`src/rtl/sd_cmd_pkg.sv`:
```
// Shared types and the CRC7 helper for the SD command frame receiver.
package sd_cmd_pkg;

    typedef enum logic [2:0] {
        ST_IDLE = 3'd0,
        ST_TXB  = 3'd1,
        ST_CMD  = 3'd2,
        ST_ARG  = 3'd3,
        ST_CRC  = 3'd4,
        ST_ENDB = 3'd5
    } state_t;

    localparam int unsigned     CRC_W     = 7;
    localparam logic [CRC_W-1:0] CRC7_POLY = 7'h09;

    // One serial step of CRC7 (x^7 + x^3 + 1), bits presented in wire order.
    function automatic logic [CRC_W-1:0] crc7_next(input logic [CRC_W-1:0] crc, input logic din);
        logic fb;
        fb = crc[CRC_W-1] ^ din;
        return {crc[CRC_W-2:0], 1'b0} ^ (fb ? CRC7_POLY : '0);
    endfunction

endpackage

```
`src/rtl/sd_frame_fifo.sv`:
```
// Small synchronous frame queue; valid/ready on the read side.
module sd_frame_fifo #(
    parameter int unsigned DEPTH = 2,
    parameter int unsigned WIDTH = 39
) (
    input  logic             clock,
    input  logic             reset,
    input  logic             push,
    input  logic [WIDTH-1:0] push_data,
    output logic             full,
    output logic             out_valid,
    input  logic             out_ready,
    output logic [WIDTH-1:0] out_data,
    output logic             pop
);
    localparam int unsigned AW      = $clog2(DEPTH);
    localparam logic [AW:0] PTR_ONE = (AW + 1)'(1);

    logic [WIDTH-1:0] mem [DEPTH];
    logic [AW:0]      wr_ptr;
    logic [AW:0]      rd_ptr;
    logic             wr_en;

    assign out_valid = (wr_ptr != rd_ptr);
    assign full      = (wr_ptr[AW] != rd_ptr[AW]) && (wr_ptr[AW-1:0] == rd_ptr[AW-1:0]);
    assign pop       = out_valid && out_ready;
    // A push into a full queue still succeeds when the head leaves on the same edge.
    assign wr_en     = push && (!full || pop);
    assign out_data  = mem[rd_ptr[AW-1:0]];

    // Pointer and storage update; storage is cleared so the head reads 0 after reset.
    always_ff @(posedge clock or negedge reset) begin
        if (!reset) begin
            wr_ptr <= '0;
            rd_ptr <= '0;
            mem    <= '{default: '0};
        end else begin
            if (wr_en) begin
                mem[wr_ptr[AW-1:0]] <= push_data;
                wr_ptr              <= wr_ptr + PTR_ONE;
            end
            if (pop) begin
                rd_ptr <= rd_ptr + PTR_ONE;
            end
        end
    end

endmodule

```
`src/rtl/sd_cmd_frame_rx.sv`:
```
// SD-style command frame receiver: deserialise, check framing and CRC7, queue frames.
module sd_cmd_frame_rx
    import sd_cmd_pkg::*;
#(
    parameter int unsigned CMD_W        = 6,
    parameter int unsigned ARG_W        = 32,
    parameter int unsigned MSB_FIRST    = 0,
    parameter int unsigned CRC_EN       = 1,
    parameter int unsigned DROP_BAD_CRC = 1,
    parameter int unsigned FIFO_DEPTH   = 2
) (
    input  logic             clock,
    input  logic             reset,
    input  logic             spi_cs,
    input  logic             spi_di,
    output logic             frame_valid,
    input  logic             frame_ready,
    output logic [CMD_W-1:0] frame_cmd,
    output logic [ARG_W-1:0] frame_arg,
    output logic             frame_crc_ok,
    output logic             busy,
    output logic             cmd_done,
    output logic             arg_done,
    output logic             err_crc,
    output logic             err_frame,
    output logic             err_overflow,
    output logic [7:0]       err_count,
    output logic [2:0]       dbg_state,
    output logic [7:0]       dbg_count
);
    localparam int unsigned FW       = CMD_W + ARG_W + 1;
    localparam logic [7:0]  CMD_LAST = 8'(CMD_W - 1);
    localparam logic [7:0]  ARG_LAST = 8'(ARG_W - 1);
    localparam logic [7:0]  CRC_LAST = 8'(CRC_W - 1);

    state_t           state;
    state_t           state_nx;
    logic [7:0]       count;
    logic [CMD_W-1:0] cmd_sr;
    logic [ARG_W-1:0] arg_sr;
    logic [CRC_W-1:0] crc_calc;
    logic [CRC_W-1:0] crc_rx;

    logic             cmd_last;
    logic             arg_last;
    logic             frame_bad;
    logic             frame_end;
    logic             crc_match;
    logic             crc_bad;
    logic             push_req;
    logic             ovf;
    logic             fifo_full;
    logic             fifo_pop;
    logic [8:0]       err_sum;
    logic [FW-1:0]    head;

    assign crc_match = (CRC_EN == 0) || (crc_rx == crc_calc);
    assign crc_bad   = frame_end && !crc_match;
    assign push_req  = frame_end && (crc_match || (DROP_BAD_CRC == 0));
    assign ovf       = push_req && fifo_full && !fifo_pop;

    // State register.
    always_ff @(posedge clock or negedge reset) begin
        if (!reset) begin
            state <= ST_IDLE;
        end else begin
            state <= state_nx;
        end
    end

    // Next-state and per-edge event strobes; chip-select release aborts any frame.
    always_comb begin
        state_nx  = state;
        cmd_last  = 1'b0;
        arg_last  = 1'b0;
        frame_bad = 1'b0;
        frame_end = 1'b0;
        if (state != ST_IDLE && spi_cs) begin
            state_nx = ST_IDLE;
        end else begin
            case (state)
                ST_IDLE: if (!spi_cs && !spi_di) state_nx = ST_TXB;
                ST_TXB: begin
                    if (spi_di) begin
                        state_nx = ST_CMD;
                    end else begin
                        state_nx  = ST_IDLE;
                        frame_bad = 1'b1;
                    end
                end
                ST_CMD: begin
                    if (count == CMD_LAST) begin
                        state_nx = ST_ARG;
                        cmd_last = 1'b1;
                    end
                end
                ST_ARG: begin
                    if (count == ARG_LAST) begin
                        state_nx = ST_CRC;
                        arg_last = 1'b1;
                    end
                end
                ST_CRC: if (count == CRC_LAST) state_nx = ST_ENDB;
                ST_ENDB: begin
                    state_nx = ST_IDLE;
                    if (spi_di) frame_end = 1'b1;
                    else        frame_bad = 1'b1;
                end
                default: state_nx = ST_IDLE;
            endcase
        end
    end

    // Field shifters, bit counter and running CRC.
    always_ff @(posedge clock or negedge reset) begin
        if (!reset) begin
            count    <= '0;
            cmd_sr   <= '0;
            arg_sr   <= '0;
            crc_calc <= '0;
            crc_rx   <= '0;
        end else begin
            if (state_nx != state) begin
                count <= '0;
            end else if (state == ST_CMD || state == ST_ARG || state == ST_CRC) begin
                count <= count + 8'd1;
            end
            case (state)
                // Start bit is 0 and the CRC starts at 0, so its contribution is just 0.
                ST_IDLE: crc_calc <= '0;
                ST_TXB:  crc_calc <= crc7_next(crc_calc, spi_di);
                ST_CMD: begin
                    crc_calc <= crc7_next(crc_calc, spi_di);
                    if (MSB_FIRST != 0) cmd_sr <= {cmd_sr[CMD_W-2:0], spi_di};
                    else                cmd_sr <= {spi_di, cmd_sr[CMD_W-1:1]};
                end
                ST_ARG: begin
                    crc_calc <= crc7_next(crc_calc, spi_di);
                    if (MSB_FIRST != 0) arg_sr <= {arg_sr[ARG_W-2:0], spi_di};
                    else                arg_sr <= {spi_di, arg_sr[ARG_W-1:1]};
                end
                ST_CRC:  crc_rx <= {crc_rx[CRC_W-2:0], spi_di};
                default: ;
            endcase
        end
    end

    // Saturating error accumulation; concurrent errors each count.
    always_comb begin
        err_sum = {1'b0, err_count} + 9'(crc_bad) + 9'(frame_bad) + 9'(ovf);
    end

    // Registered event pulses and error counter.
    always_ff @(posedge clock or negedge reset) begin
        if (!reset) begin
            cmd_done     <= 1'b0;
            arg_done     <= 1'b0;
            err_crc      <= 1'b0;
            err_frame    <= 1'b0;
            err_overflow <= 1'b0;
            err_count    <= '0;
        end else begin
            cmd_done     <= cmd_last;
            arg_done     <= arg_last;
            err_crc      <= crc_bad;
            err_frame    <= frame_bad;
            err_overflow <= ovf;
            err_count    <= (err_sum > 9'd255) ? 8'hFF : err_sum[7:0];
        end
    end

    sd_frame_fifo #(
        .DEPTH (FIFO_DEPTH),
        .WIDTH (FW)
    ) u_fifo (
        .clock     (clock),
        .reset     (reset),
        .push      (push_req),
        .push_data ({crc_match, cmd_sr, arg_sr}),
        .full      (fifo_full),
        .out_valid (frame_valid),
        .out_ready (frame_ready),
        .out_data  (head),
        .pop       (fifo_pop)
    );

    assign {frame_crc_ok, frame_cmd, frame_arg} = head;
    assign busy      = (state != ST_IDLE);
    assign dbg_state = state;
    assign dbg_count = count;

endmodule
```
`config.mk`:
```
export PLATFORM = sky130hd
export DESIGN_NAME = sd_cmd_frame_rx
export DESIGN_NICKNAME = d
export VERILOG_FILES = /design/src/rtl/sd_cmd_pkg.sv /design/src/rtl/sd_frame_fifo.sv /design/src/rtl/sd_cmd_frame_rx.sv
export SDC_FILE = /design/constraint.sdc
export NUM_CORES = 1
export LEC_CHECK = 0
export BUFFER_PORTS_ARGS = -buffer_cell sky130_fd_sc_hd__buf_2
export CORE_MARGIN = 4
export CORE_UTILIZATION = 35
export DETAILED_ROUTE_END_ITERATION = 8
export HOLD_SLACK_MARGIN = 0.08
export PLACE_DENSITY_LB_ADDON = 0.08
export SYNTH_ARGS = -nofsm -noshare
export SYNTH_HDL_FRONTEND = slang
export SYNTH_SLANG_ARGS = --single-unit
```
`constraint.sdc`:
```
create_clock -name clock -period 2.3 [get_ports clock]
set_input_delay 0.46 -clock clock [delete_from_list [all_inputs] [get_ports clock]]
set_output_delay 0.46 -clock clock [all_outputs]
set_load 0.05 [all_outputs]
```
==> reports/results.txt <==
Die X - 149 um
synthesized flop and latch total - 158
max frequency - 389 MHz
diodes inserted - 0
fillers - 1830
DR WL/cell - 15.6 um
layout cell share with drive strength beyond 1 - 0.527
Psw - 2.25 mW
H-tree depth - 4
Core ar. - 19500 um2
Finished Layout Cells - 897
sequential share of power - 0.428
IO buf count - 69
CTS sink count - 158
final wirelength - 14000 um
layer with the highest usage - met2
measured slew at the worst slew-check pin - 603 ps
die area - 22100 um2
Yosys top cell area share - 0.572
post-synthesis sequential area ratio - 0.572
Post-Route Setup TNS - -1510 ps
CTS root buffer - clkbuf_16
hold slack - 328 ps
worst clock skew - 10.7 ps
worst ir drop on vdd - 0.000489 V
Worst EP arrival - 2850 ps
CTS tree - yes
area delta synth->final - 24.3%
DRT antenna net count - 0
HPWL after detailed placement - 9280 um
post-synthesis simple-gate area fraction - 0.0651
Power Total - 7.41 mW
syn_area_per_cell - 13.7 um2
Cell Pwr Density - 863 nW/um2
Post-Synth XOR/XNOR Area - 0.0291
initial antenna violation count - 0
failing checks - setup timing
Placement Setup Slack - -373 ps
core utilization of the finished layout - 0.441
first-pass GRT wire length - 23700 um
ratio of final minimum period to clock period - 1.12
Num CTS Buffers - 17
sw frac - 0.304
area share of fa/ha/maj cells after synthesis - 0.0148
max_cap viols - 0
Tmin final - 2570 ps
routability cong. - 0.786
M3 GR Usage - 0.0320
pin count of the biggest net entering global routing - 63
Slew Viols, Final - 0
commonest non-fill, non-tap cell in the layout - mux2_2
Worst-Skew Late Latency - 420 ps
Via density - 4.77
Synth area leader - dfrtp_1
crit-path max FO - 5
number of remaining DRC errors - 0
Yosys cell types - 48
FP Rows - 51
Longest Clk Path Bufs - 2
largest family of logic cells by synthesized area - multiplexers
Setup crit start kind - flip-flop
Slew HR - 0.598
Fin. Hold Viols - 0
Compound-Gate Fraction of Synth Area - 0.0328
Starting Density - 0.355
Mapped Nets - 517
synthesized instance count - 505
initial drt markers - 93
critical path class - flip-flop to flip-flop
GRT overflow - 0
Internal - 5.16 mW
top cells by area, synth - dfrtp_1 57%, mux2_2 25%, xnor2_1 1.9%
fraction of synthesized area in multiplexers - 0.264
die height - 149 um
gr usage total - 0.135
Clock Power Share - 0.360
Logic pwr share - 0.213
Initial DRT Pass Iterations - 4
RSZ-0062 raised after global routing - true
final setup fails - 8
critical path endpoint category - flip-flop
post-synthesis cell area - 6910 um2
final net count - 632
required time at the worst-slack endpoint - 2570 ps
leading cell types in the layout, fill and taps excluded - 156 x mux2_2, 154 x dfrtp_1, 68 x buf_2
Ports - 70
Ys Warns - 0
outcome - finished with violations
leakage power - 4.38 nW
number of global-route vias before repair - 4587
met1 global-route usage - 0.176
met2 global-route usage - 0.223
Reg clk slew, reported paths - 70 ps
post-route setup slack - -273 ps
Placed Cells incl. Taps - 856
min-delay worst type - primary input to flip-flop
Post-DP Area - 7900 um2
vias - 4276
final instance area - 8590 um2
## sequential cells by signal, indices dropped and copies added (netlist names)
name / cells
arg_done: 1
arg_sr: 32
cmd_done: 1
cmd_sr: 6
crc_calc: 7
crc_rx: 7
dbg_count: 8
dbg_state: 3
err_count: 8
err_crc: 1
err_frame: 1
err_overflow: 1
u_fifo.mem: 78
u_fifo.rd_ptr: 2
u_fifo.wr_ptr: 2
## worst paths after layout
check	startpoint	to	slack (ps)	depth (start not counted)
min in group asynchronous	reset	arg_sr[2]	610	2
hold / removal	frame_ready	u_fifo.rd_ptr[0]	330	3
hold reg to reg	u_fifo.mem[77]	u_fifo.mem[77]	470	1
setup reg to reg	crc_calc[0]	err_count[6]	-270	11
max in group asynchronous	reset	u_fifo.mem[29]	1070	3
setup / recovery	crc_calc[0]	err_count[6]	-270	11
## metal layers
metal / routed length [um] / up-vias / share of wire
met2: 6990 / 50 / 0.50
met3: 442 / 14 / 0.032
met4: 174 / 0 / 0.012
met5: 0 / - / 0
met1: 6360 / 2190 / 0.46
li1: - / 2022 / -
## final cells by class
type | count | area, um2 | share of cell area
Tap cell | 265 | 332 | 0.0386
Timing Repair Buffer | 123 | 851 | 0.0990
Clock buffer | 19 | 453 | 0.0527
Inverter | 6 | 22.5 | 0.00262
Clock inverter | 12 | 115 | 0.0134
Multi-Input combinational cell | 314 | 2860 | 0.333
Sequential cell | 158 | 3960 | 0.461
## cell families (layout without fill, tap and decap cells)
family                     after synthesis  after routing
muxes                                  162            162
buffers and inverters                   33            160
xor gates and xnor gates                23             23
AOI/OAI and AO/OA                       34             34
adders and majority gates                7              7
and+or+nand+nor                         88             88
DFF                                    158            158
## synthesized netlist by cell type (all sizes together)
library cell  number
mux2             161
dfrtp            158
nand2             24
nor2              22
xnor2             15
buf               14
clkbuf            13
o21ai             11
nand3              9
xor2               8
a21oi              6
inv                6
and3               5
ha                 5
nand4              5
nand2b             4
nand3b             3
nor3               3
o31ai              3
or2                3
a211oi             2
a31oi              2
fa                 2
nor4               2
o21a               2
or3                2
a2111o             1
a2111oi            1
a21o               1
a221o              1
a31o               1
a41oi              1
and4b              1
mux2i              1
nor2b              1
nor4b              1
o21bai             1
o32ai              1
or2b               1
or3b               1
or4b               1
## timing repair
action,CTS,global route
setup endpoints to repair,47,68
hold buffers,1,0
resized for setup,8,6
pin swaps,7,9
buffers inserted,6,3
hold endpoints to repair,58,0
## power by group through the flow
stage	registers [mW]	logic (mW)	clock network, mW
global placement	3.21	1.54	0
floorplan	3.40	0.848	0
global route	3.21	1.72	2.89
CTS	3.17	1.60	2.76
finish	3.17	1.58	2.67
detailed placement	3.22	1.56	0
## critical path: stages (launching register included)
cell and delay, ps:
dfrtp_1 390, xnor2_1 140, nand4_1 130, nor2_2 50
and4b_1 200, fa_1 490, ha_2 180, inv_2 40
fa_2 420, nor2_4 150, buf_4 130, a41oi_2 110
No activity file was read; power rests on OpenSTA's default activity.
